## config.mk

```make
export PLATFORM = sky130hd
export DESIGN_NAME = dsp_mac_sequencer
export DESIGN_NICKNAME = d
export VERILOG_FILES = /design/src/rtl/dsp_mac_sequencer.sv
export SDC_FILE = /design/constraint.sdc
export NUM_CORES = 1
export LEC_CHECK = 0
export ABC_AREA = 1
export ABC_CLOCK_PERIOD_IN_PS = 2600
export CAP_MARGIN = 25
export CORE_ASPECT_RATIO = 1.2
export CORE_UTILIZATION = 41
export DETAILED_ROUTE_END_ITERATION = 12
export PLACE_DENSITY_LB_ADDON = 0.05
export SLEW_MARGIN = 0
export SYNTH_ARGS = -nofsm -noshare
export SYNTH_HDL_FRONTEND = slang
export SYNTH_SLANG_ARGS = --single-unit
```

## constraint.sdc

```tcl
create_clock -name clk -period 2.6 [get_ports clk]
set_clock_uncertainty 0.15 [all_clocks]
set_input_delay 0.52 -clock clk [delete_from_list [all_inputs] [get_ports clk]]
set_output_delay 0.52 -clock clk [all_outputs]
set_load 0.01 [all_outputs]
```

## src/rtl/dsp_mac_sequencer.sv

```systemverilog
// Sequencer that feeds a DSP slice configured as a multiply-accumulator.
// It streams operand pairs into the slice and returns the final P as one dot-product result.
module dsp_mac_sequencer #(
  parameter int A_WIDTH   = 30,
  parameter int B_WIDTH   = 18,
  parameter int LEN_WIDTH = 16,
  parameter int LAT       = 3,
  parameter int CTRL_LAT  = 2
) (
  input  logic                 clk,
  input  logic                 rst,
  input  logic                 start,
  input  logic [LEN_WIDTH-1:0] len,
  input  logic                 s_valid,
  output logic                 s_ready,
  input  logic [A_WIDTH-1:0]   s_a,
  input  logic [B_WIDTH-1:0]   s_b,
  output logic [A_WIDTH-1:0]   dsp_a,
  output logic [B_WIDTH-1:0]   dsp_b,
  output logic                 dsp_cea2,
  output logic                 dsp_ceb2,
  output logic                 dsp_cem,
  output logic                 dsp_cep,
  output logic [6:0]           dsp_opmode,
  output logic [3:0]           dsp_alumode,
  output logic [4:0]           dsp_inmode,
  output logic [2:0]           dsp_carryinsel,
  input  logic [47:0]          dsp_p,
  output logic                 m_valid,
  input  logic                 m_ready,
  output logic [47:0]          m_data,
  output logic                 busy
);

  localparam int         DW       = (LAT > 1) ? $clog2(LAT) : 1;
  localparam logic [6:0] OP_FIRST = 7'h05;
  localparam logic [6:0] OP_ACC   = 7'h25;
  localparam logic [6:0] OP_NONE  = 7'h00;

  typedef enum logic [1:0] {S_IDLE, S_FEED, S_DRAIN, S_DONE} state_t;

  state_t               r_state;
  state_t               w_next;
  logic [LEN_WIDTH-1:0] r_len;
  logic [LEN_WIDTH-1:0] r_cnt;
  logic [DW-1:0]        r_drain;
  logic [CTRL_LAT-1:0]  r_vtag;
  logic [CTRL_LAT-1:0]  r_ftag;
  logic [47:0]          r_m_data;
  logic                 w_fire;
  logic                 w_last;
  logic                 w_drain_done;

  assign w_fire       = (r_state == S_FEED) && s_valid;
  assign w_last       = w_fire && (r_cnt == r_len - LEN_WIDTH'(1));
  assign w_drain_done = (r_state == S_DRAIN) && (r_drain == DW'(LAT - 1));

  // NOTE: state and datapath registers use non-blocking assignments only.
  always_ff @(posedge clk) begin
    if (rst) r_state <= S_IDLE;
    else     r_state <= w_next;
  end

  // NOTE: every combinational output gets a default first so no latch is inferred.
  always_comb begin
    w_next = r_state;
    unique case (r_state)
      S_IDLE:  if (start) w_next = (len == '0) ? S_DONE : S_FEED;
      S_FEED:  if (w_last) w_next = S_DRAIN;
      S_DRAIN: if (w_drain_done) w_next = S_DONE;
      S_DONE:  if (m_ready) w_next = S_IDLE;
      default: w_next = S_IDLE;
    endcase
  end

  always_comb begin
    s_ready = 1'b0;
    m_valid = 1'b0;
    busy    = 1'b1;
    unique case (r_state)
      S_IDLE:  busy    = 1'b0;
      S_FEED:  s_ready = 1'b1;
      S_DRAIN: ;
      S_DONE:  m_valid = 1'b1;
      default: busy    = 1'b0;
    endcase
  end

  // Tag pipelines: one slot per cycle, so stalls become bubbles that hold P.
  always_ff @(posedge clk) begin
    if (rst) begin
      r_len    <= '0;
      r_cnt    <= '0;
      r_drain  <= '0;
      r_vtag   <= '0;
      r_ftag   <= '0;
      r_m_data <= '0;
    end else begin
      r_vtag <= (r_vtag << 1) | CTRL_LAT'(w_fire);
      r_ftag <= (r_ftag << 1) | CTRL_LAT'(w_fire && (r_cnt == '0));
      unique case (r_state)
        S_IDLE: begin
          if (start) begin
            r_len   <= len;
            r_cnt   <= '0;
            r_drain <= '0;
            if (len == '0) r_m_data <= '0;
          end
        end
        S_FEED:  if (w_fire) r_cnt <= r_cnt + LEN_WIDTH'(1);
        S_DRAIN: begin
          if (w_drain_done) r_m_data <= dsp_p;
          else              r_drain  <= r_drain + DW'(1);
        end
        default: ;
      endcase
    end
  end

  // Operands pass straight through in the handshake cycle; zero otherwise.
  assign dsp_a          = w_fire ? s_a : '0;
  assign dsp_b          = w_fire ? s_b : '0;
  assign dsp_cea2       = w_fire;
  assign dsp_ceb2       = w_fire;
  assign dsp_cem        = r_vtag[0];
  assign dsp_cep        = r_vtag[CTRL_LAT-1];
  assign dsp_opmode     = !r_vtag[CTRL_LAT-1] ? OP_NONE :
                          (r_ftag[CTRL_LAT-1] ? OP_FIRST : OP_ACC);
  assign dsp_alumode    = 4'b0000;
  assign dsp_inmode     = 5'b00000;
  assign dsp_carryinsel = 3'b000;
  assign m_data         = r_m_data;

endmodule

```

==> summary.md, run 1 <==
| Metric | Value |
|---|---|
| Status | `complete, no violations` |
| Clock power share | `24.7%` |
| Final Power | `5050 uW` |
| Drt drc | `0` |
| Worst Hold Class | `input pin to register` |
| Vias in the first global route | `5,041` |
| Post-synth top area cell | `dfxtp_1` |
| Max-cap violation count | `0` |
| Antenna-violating nets left | `0` |
| Worst skew pair latency | `0.34 ns` |
| Layout fillers | `990` |
| Die height | `119 um` |
| Worst setup SP type | `register` |
| Cts bufs inserted | `9` |
| Deepest clock path buffer count | `2` |
| RSZ-0062 raised after global routing | `no` |
| First-pass DRT Iterations | `5` |
| Initial Utilization | `42.4%` |
| WP data arrival | `1.77 ns` |
| Design area | `7350 um^2` |
| Comb power frac | `43.0%` |
| Static leakage | `0.00345 uW` |
| Sw Share | `39.0%` |
| CTS tree | `built` |
| Port Buffers | `222` |
| Max Slew Vio Count | `0` |
| H-tree depth | `3` |
| CORE AREA | `11,100 um^2` |
| Final min period | `2.44 ns` |
| I/O Pins | `239` |
| Root buf cell | `clkbuf_16` |
| Layout area overhead | `56.3%` |
| Distinct cells, synth | `36` |
| Post-synth top area share | `37.5%` |
| Final hold vios | `0` |
| Worst hold start | `rst` |
| Row count | `42` |
| Wire length of the first global-routing pass | `24,200 um` |
| PostCTS Resize Cnt | `38` |
| Sequential element share of the synthesized area | `37.5%` |
| Power density cells | `687 nW/um^2` |
| Yosys warns | `0` |
| Largest net degree at the start of global routing | `55` |
| Slew Limit Headroom | `60.7%` |
| Measured slew at the worst slew-check pin | `0.590 ns` |
| Psw | `1970 uW` |
| Critical path class | `register to primary output` |
| Final WL | `15,400 um` |
| Total GRT Usage | `25.8%` |
| GRT overflow | `0` |
| Sequential share of power | `32.2%` |
| Crit-path max FO | `4` |
| Peak VDD IR | `0.431 mV` |
| Die width | `99.8 um` |
| Critical R2R Launch | `r_state[0]` |
| Internal power | `3080 uW` |
| Layout cell share with drive strength beyond 1 | `6.54%` |
| Max Clock Freq | `0.409 GHz` |
| Top post-synthesis cells by area | `dfxtp_1 (37%), nor2_1 (8.9%), a21oi_1 (8.1%)` |
| Hpwl dp | `11,600 um` |
| Syn_area_per_cell | `6.71 um^2` |
| CP required | `1.93 ns` |
| Number of hold buffers added after CTS | `0` |
| Final core occ | `66.3%` |
| Initial antenna violation count | `1` |
| CP Capture Type | `primary output` |
| Hold Slack | `0.259 ns` |
| Register area | `1760 um^2` |
| Final period utilization | `93.9%` |
| Worst-path clk slew | `0.06 ns` |
| Post-CTS setup buffer count | `0` |
| Routed via count | `5,253` |
| Post-Syn Instances | `701` |
| Die Area | `11,900 um^2` |
| Yosys reg bits | `88` |
| Cell Area, Synth | `4700 um^2` |
| Dpl ws | `-0.0747 ns` |
| Avg WL per Cell | `14.4 um` |
| # nets final | `1,039` |
| Final setup margin | `0.158 ns` |
| Area occupied by multi-input gates | `2350 um^2` |
| RePlAce Congestion | `0.934` |
| Iteration-0 DRC Markers | `223` |
| Crit path launch | `r_state[0]` |
| Clk sinks | `88` |
| Final setup vio count | `0` |
| Cell Area, Placed | `7060 um^2` |
| Via density | `4.90` |
layer usage:
layer | global-route usage [%] | share of wire [%]
met1 | 29.8 | 40
met2 | 44.4 | 50
met3 | 7.34 | 7.7
met4 | 9.83 | 2.1
met5 | 0 | 0
cells in the final DEF, fill, tap and decap left out, types with 3 or more instances in the layout:
cell type,n
clkdlybuf4s50_1,171
nor2_1,110
inv_1,89
dfxtp_1,88
a21oi_1,76
o21ai_0,76
nand2_1,71
nand3_1,60
dlygate4sd2_1,36
buf_4,18
conb_1,16
dlymetal6s2s_1,14
xor2_1,12
clkbuf_16,9
inv_2,8
ha_1,7
nor4_1,5
nand4_1,5
nor2_2,4
nor3_1,4
nand3b_1,4
o211ai_1,3
xnor2_1,3
clkinvlp_4,3
per-stage QoR:
stage / cells / setup TNS [ns]
after floorplan: 716 / 0
after global placement: 1056 / -0.00574
after detailed placement: 1056 / -0.151
after CTS: 1072 / 0
after global routing: 1073 / 0
final: 1073 / 0
worst max-delay path: stages (launching register included):
cell and delay (ns):
dfxtp_1 0.40, inv_1 0.11, ha_1 0.26, inv_2 0.10, clkdlybuf4s50_1 0.57
synthesized netlist by cell type (all sizes together):
cell and number:
nand4 5, dfxtp 88, nand2 73, o21bai 1
nor3 6, nand3b 4, xor2 12, o21ai 79
and3 1, buf 29, a211oi 2, a31oi 1
o211ai 3, clkbuf 27, ha 9, a311oi 1
a21oi 76, conb 1, nand3 61, or2 1
inv 97, nor4 5, nor2 116, xnor2 3
power groups by stage:
stage / Combinational [uW] / Clock, uW / Sequential, uW
final: 2170 / 1250 / 1630
after global routing: 2430 / 1320 / 1650
after CTS: 2180 / 1280 / 1630
after detailed placement: 2210 / 0 / 1650
after global placement: 2160 / 0 / 1650
after floorplan: 1350 / 0 / 1640
path summary, 6_finish.rpt:
path               endpoint  slack (ns)  depth (start not counted)
hold reg to reg   r_ftag[1]        0.27                          2
hold / removal    r_vtag[0]        0.26                          2
setup reg to reg  r_cnt[14]        0.20                         13
setup / recovery       busy        0.16                          4
sequential cells by signal, summed over array words and instances (netlist names):
signal,count
m_data,48
r_cnt,16
r_drain,2
r_ftag,2
r_len,16
r_state,2
r_vtag,2
cell families (layout without fill, tap and decap cells):
kind of cell             count (synthesis)  after routing  synth area share [%]
adder cells (fa/ha/maj)                  9              9                  2.39
AO/OA/AOI/OAI                          163            163                  17.9
XOR/XNOR                                15             15                  2.79
buffers and inverters                  153            355                  13.9
AND/OR/NAND/NOR                        272            272                  25.5
other                                    1             17                0.0798
flip-flops                              88             88                  37.5
final cells by class:
type / instances / area share, %
Inverter: 97 / 4.95
Tap cell: 154 / 2.62
Sequential cell: 88 / 24.0
Clock inverter: 5 / 0.545
Antenna cell: 1 / 0.0340
Clock buffer: 11 / 3.44
Timing Repair Buffer: 242 / 32.4
Multi-Input combinational cell: 475 / 32.0
(Power assumes the default switching activity.)
==> inputs of run 2 (changes only) <==
- ABC_AREA: 1 -> default
- CORE_UTILIZATION: 41 -> 40
==> summary.md, run 2 <==
| Metric | Value |
|---|---|
| Status | `complete, but fails checks` |
| Failing checks | `DRC` |
| Most frequent cells in the layout | `clkdlybuf4s50_1 (195), dfxtp_1 (88), nor2_1 (77)` |
| Worst setup SP type | `register` |
| Final min period | `2.53 ns (+0.0869 ns)` |
| Wire length of the first global-routing pass | `23,700 um (-2.3%)` |
| Deepest clock path buffer count | `2 (unchanged)` |
| Routed via count | `4,729 (-10%)` |
| Layout fillers | `905 (-8.6%)` |
| Max Slew Vio Count | `0 (unchanged)` |
| Die Area | `11,600 um^2 (-2.5%)` |
| Post-synth top area cell | `dfxtp_1` |
| N_diodes | `0 (-1)` |
| Critical path class | `register to primary output` |
| Total GRT Usage | `25.7% (-0.055 points)` |
| Largest net degree at the start of global routing | `39 (-29%)` |
| # nets final | `898 (-14%)` |
| CP required | `1.93 ns (about the same)` |
| Die width | `98.5 um (-1.3%)` |
| Row count | `41 (-2.4%)` |
| I/O Pins | `239 (unchanged)` |
| Final period utilization | `97.3% (+3.3 points)` |
| First-pass DRT Iterations | `12 (+7)` |
| Cell Area, Placed | `6930 um^2 (-1.9%)` |
| Final hold vios | `0 (unchanged)` |
| Hold Slack | `0.289 ns (+0.0295 ns)` |
| Peak VDD IR | `0.411 mV (-4.5%)` |
| Vias in the first global route | `4,739 (-6.0%)` |
| Met1 Routed Length | `5980 um (-3.8%)` |
| Die height | `118 um (-1.3%)` |
| Layout cell share with drive strength beyond 1 | `7.98% (+1.4 points)` |
| Initial Utilization | `41.9% (-0.52 points)` |
| Worst Hold Class | `register to register` |
| Avg WL per Cell | `16.4 um (+14%)` |
| Sequential element share of the synthesized area | `39.4% (+2.0 points)` |
| Clk sinks | `88 (unchanged)` |
| Synth cell count leaders | `dfxtp_1 (88), nor2_1 (77), nand2_1 (50)` |
| Antenna-violating nets left | `0 (unchanged)` |
| CORE AREA | `10,700 um^2 (-3.8%)` |
| Power density cells | `670 nW/um^2 (-2.4%)` |
| Static leakage | `0.00314 uW (-9.1%)` |
| Final WL | `14,800 um (-3.6%)` |
| Ys flop type | `dfxtp_1` |
| Final setup vio count | `0 (unchanged)` |
| Hpwl dp | `11,400 um (-1.2%)` |
| Yosys reg bits | `88 (unchanged)` |
| Post-Syn Instances | `552 (-21%)` |
| Post-synth EDFFs | `0 (unchanged)` |
| GRT overflow | `0 (unchanged)` |
| Post-synth top area share | `39.4% (+2.0 points)` |
| Synth async-reset ratio | `0% (unchanged)` |
| Via density | `5.22 (+6.6%)` |
| Drt drc | `8 (+8)` |
| Layout area overhead | `63.4%` |
| DR WL met3 | `1180 um (-0.51%)` |
| Max-cap violation count | `0 (unchanged)` |
| Worst skew pair latency | `0.34 ns (about the same)` |
| Worst-path clk slew | `0.07 ns (about the same)` |
| CTS tree | `built` |
| CP Capture Type | `primary output` |
| Crit-path max FO | `38 (+34)` |
| Final Power | `4890 uW (-3.1%)` |
| Cts bufs inserted | `9 (unchanged)` |
| Max Clock Freq | `0.395 GHz (-3.4%)` |
| Syn_area_per_cell | `8.10 um^2 (+21%)` |
| Number of hold buffers added after CTS | `0 (unchanged)` |
| Root buf cell | `clkbuf_16` |
| Post-CTS setup buffer count | `0 (unchanged)` |
| Cell Area, Synth | `4470 um^2 (-4.9%)` |
| Design area | `7300 um^2 (-0.63%)` |
| Iteration-0 DRC Markers | `277 (+24%)` |
| Routed wl met2 | `7370 um (-4.0%)` |
| Top post-synthesis cells by area | `dfxtp_1 (39%), a22oi_1 (8.2%), and3_1 (6.9%)` |
| H-tree depth | `3 (unchanged)` |
| WP data arrival | `1.86 ns (+0.09 ns)` |
| Commonest non-fill, non-tap cell in the layout | `clkdlybuf4s50_1` |
| RSZ-0062 raised after global routing | `no` |
| Most common cell in the netlist | `dfxtp_1` |
| Max reg flops | `48 (unchanged)` |
| Initial antenna violation count | `0 (-1)` |
| Port Buffers | `222 (unchanged)` |
| Distinct cells, synth | `53 (+47%)` |
| RePlAce Congestion | `0.901 (-3.6%)` |
| Yosys warns | `0 (unchanged)` |
| Highest routed layer | `met4` |
run 2: what timing repair did:
action,4_1_cts,5_1_grt
gates cloned,1,0
gates resized for setup,20,10
endpoints found under the setup margin,51,33
run 2: kinds of logic (layout without fill, tap and decap cells):
family / count (synthesis) / count (layout) / synth area share (%)
mux: 5 / 5 / 1.12
flops: 88 / 88 / 39.4
xor+xnor: 27 / 27 / 5.29
fa+ha+maj: 9 / 9 / 2.52
simple gates: 244 / 244 / 27.5
compound gates: 102 / 102 / 15.6
buf+inv: 76 / 286 / 8.37
other cells: 1 / 16 / 0.0839
run 2: path summary, 6_finish.rpt:
check / start / end / slack (ns) / depth (start not counted)
min reg2reg: r_ftag[0] / r_ftag[1] / 0.29 / 1
max: r_state[0] / dsp_b[4] / 0.07 / 4
min: r_ftag[0] / r_ftag[1] / 0.29 / 1
max reg2reg: r_len[8] / r_state[1] / 0.13 / 7
run 2: critical path: stages (launching register included):
cell	delay [ns]
dfxtp_1	0.43
ha_4	0.21
buf_12	0.17
and3_1	0.16
clkdlybuf4s50_1	0.55
run 2: area by class of cell:
class | instances | area, um^2 | share of cell area (%)
clock buffer | 10 | 239 | 3.27
clock inverter | 6 | 92.6 | 1.27
inverter | 15 | 56.3 | 0.771
multi-input combinational | 403 | 2410 | 33.0
sequential | 88 | 1760 | 24.1
tap | 129 | 161 | 2.21
timing repair buffer | 255 | 2580 | 35.3
run 2: per-layer routing:
layer / vias up / global-route usage [%]
met2: 163 / 43.0
met5: - / 0
li1: 2323 / -
met4: 0 / 9.33
met1: 2219 / 30.3
met3: 24 / 8.91
run 2: power by group:
group	leakage (uW)	internal (uW)	switching, uW
registers	0.000712	1420	88.8
logic	0.00227	990	983
clock network	0.000155	871	543
total	0.00314	3280	1610
run 2: per-stage QoR:
stage          util (%)  worst slack, ns  cells  TNS, ns
4_1_cts            68.2          0.00819    906        0
3_5_place_dp       64.9           -0.133    889    -5.97
2_1_floorplan         -            0.245    567        0
5_1_grt            68.4          0.00306    906        0
3_3_place_gp       64.9           -0.154    889    -4.95
6_report           68.4           0.0711    906        0
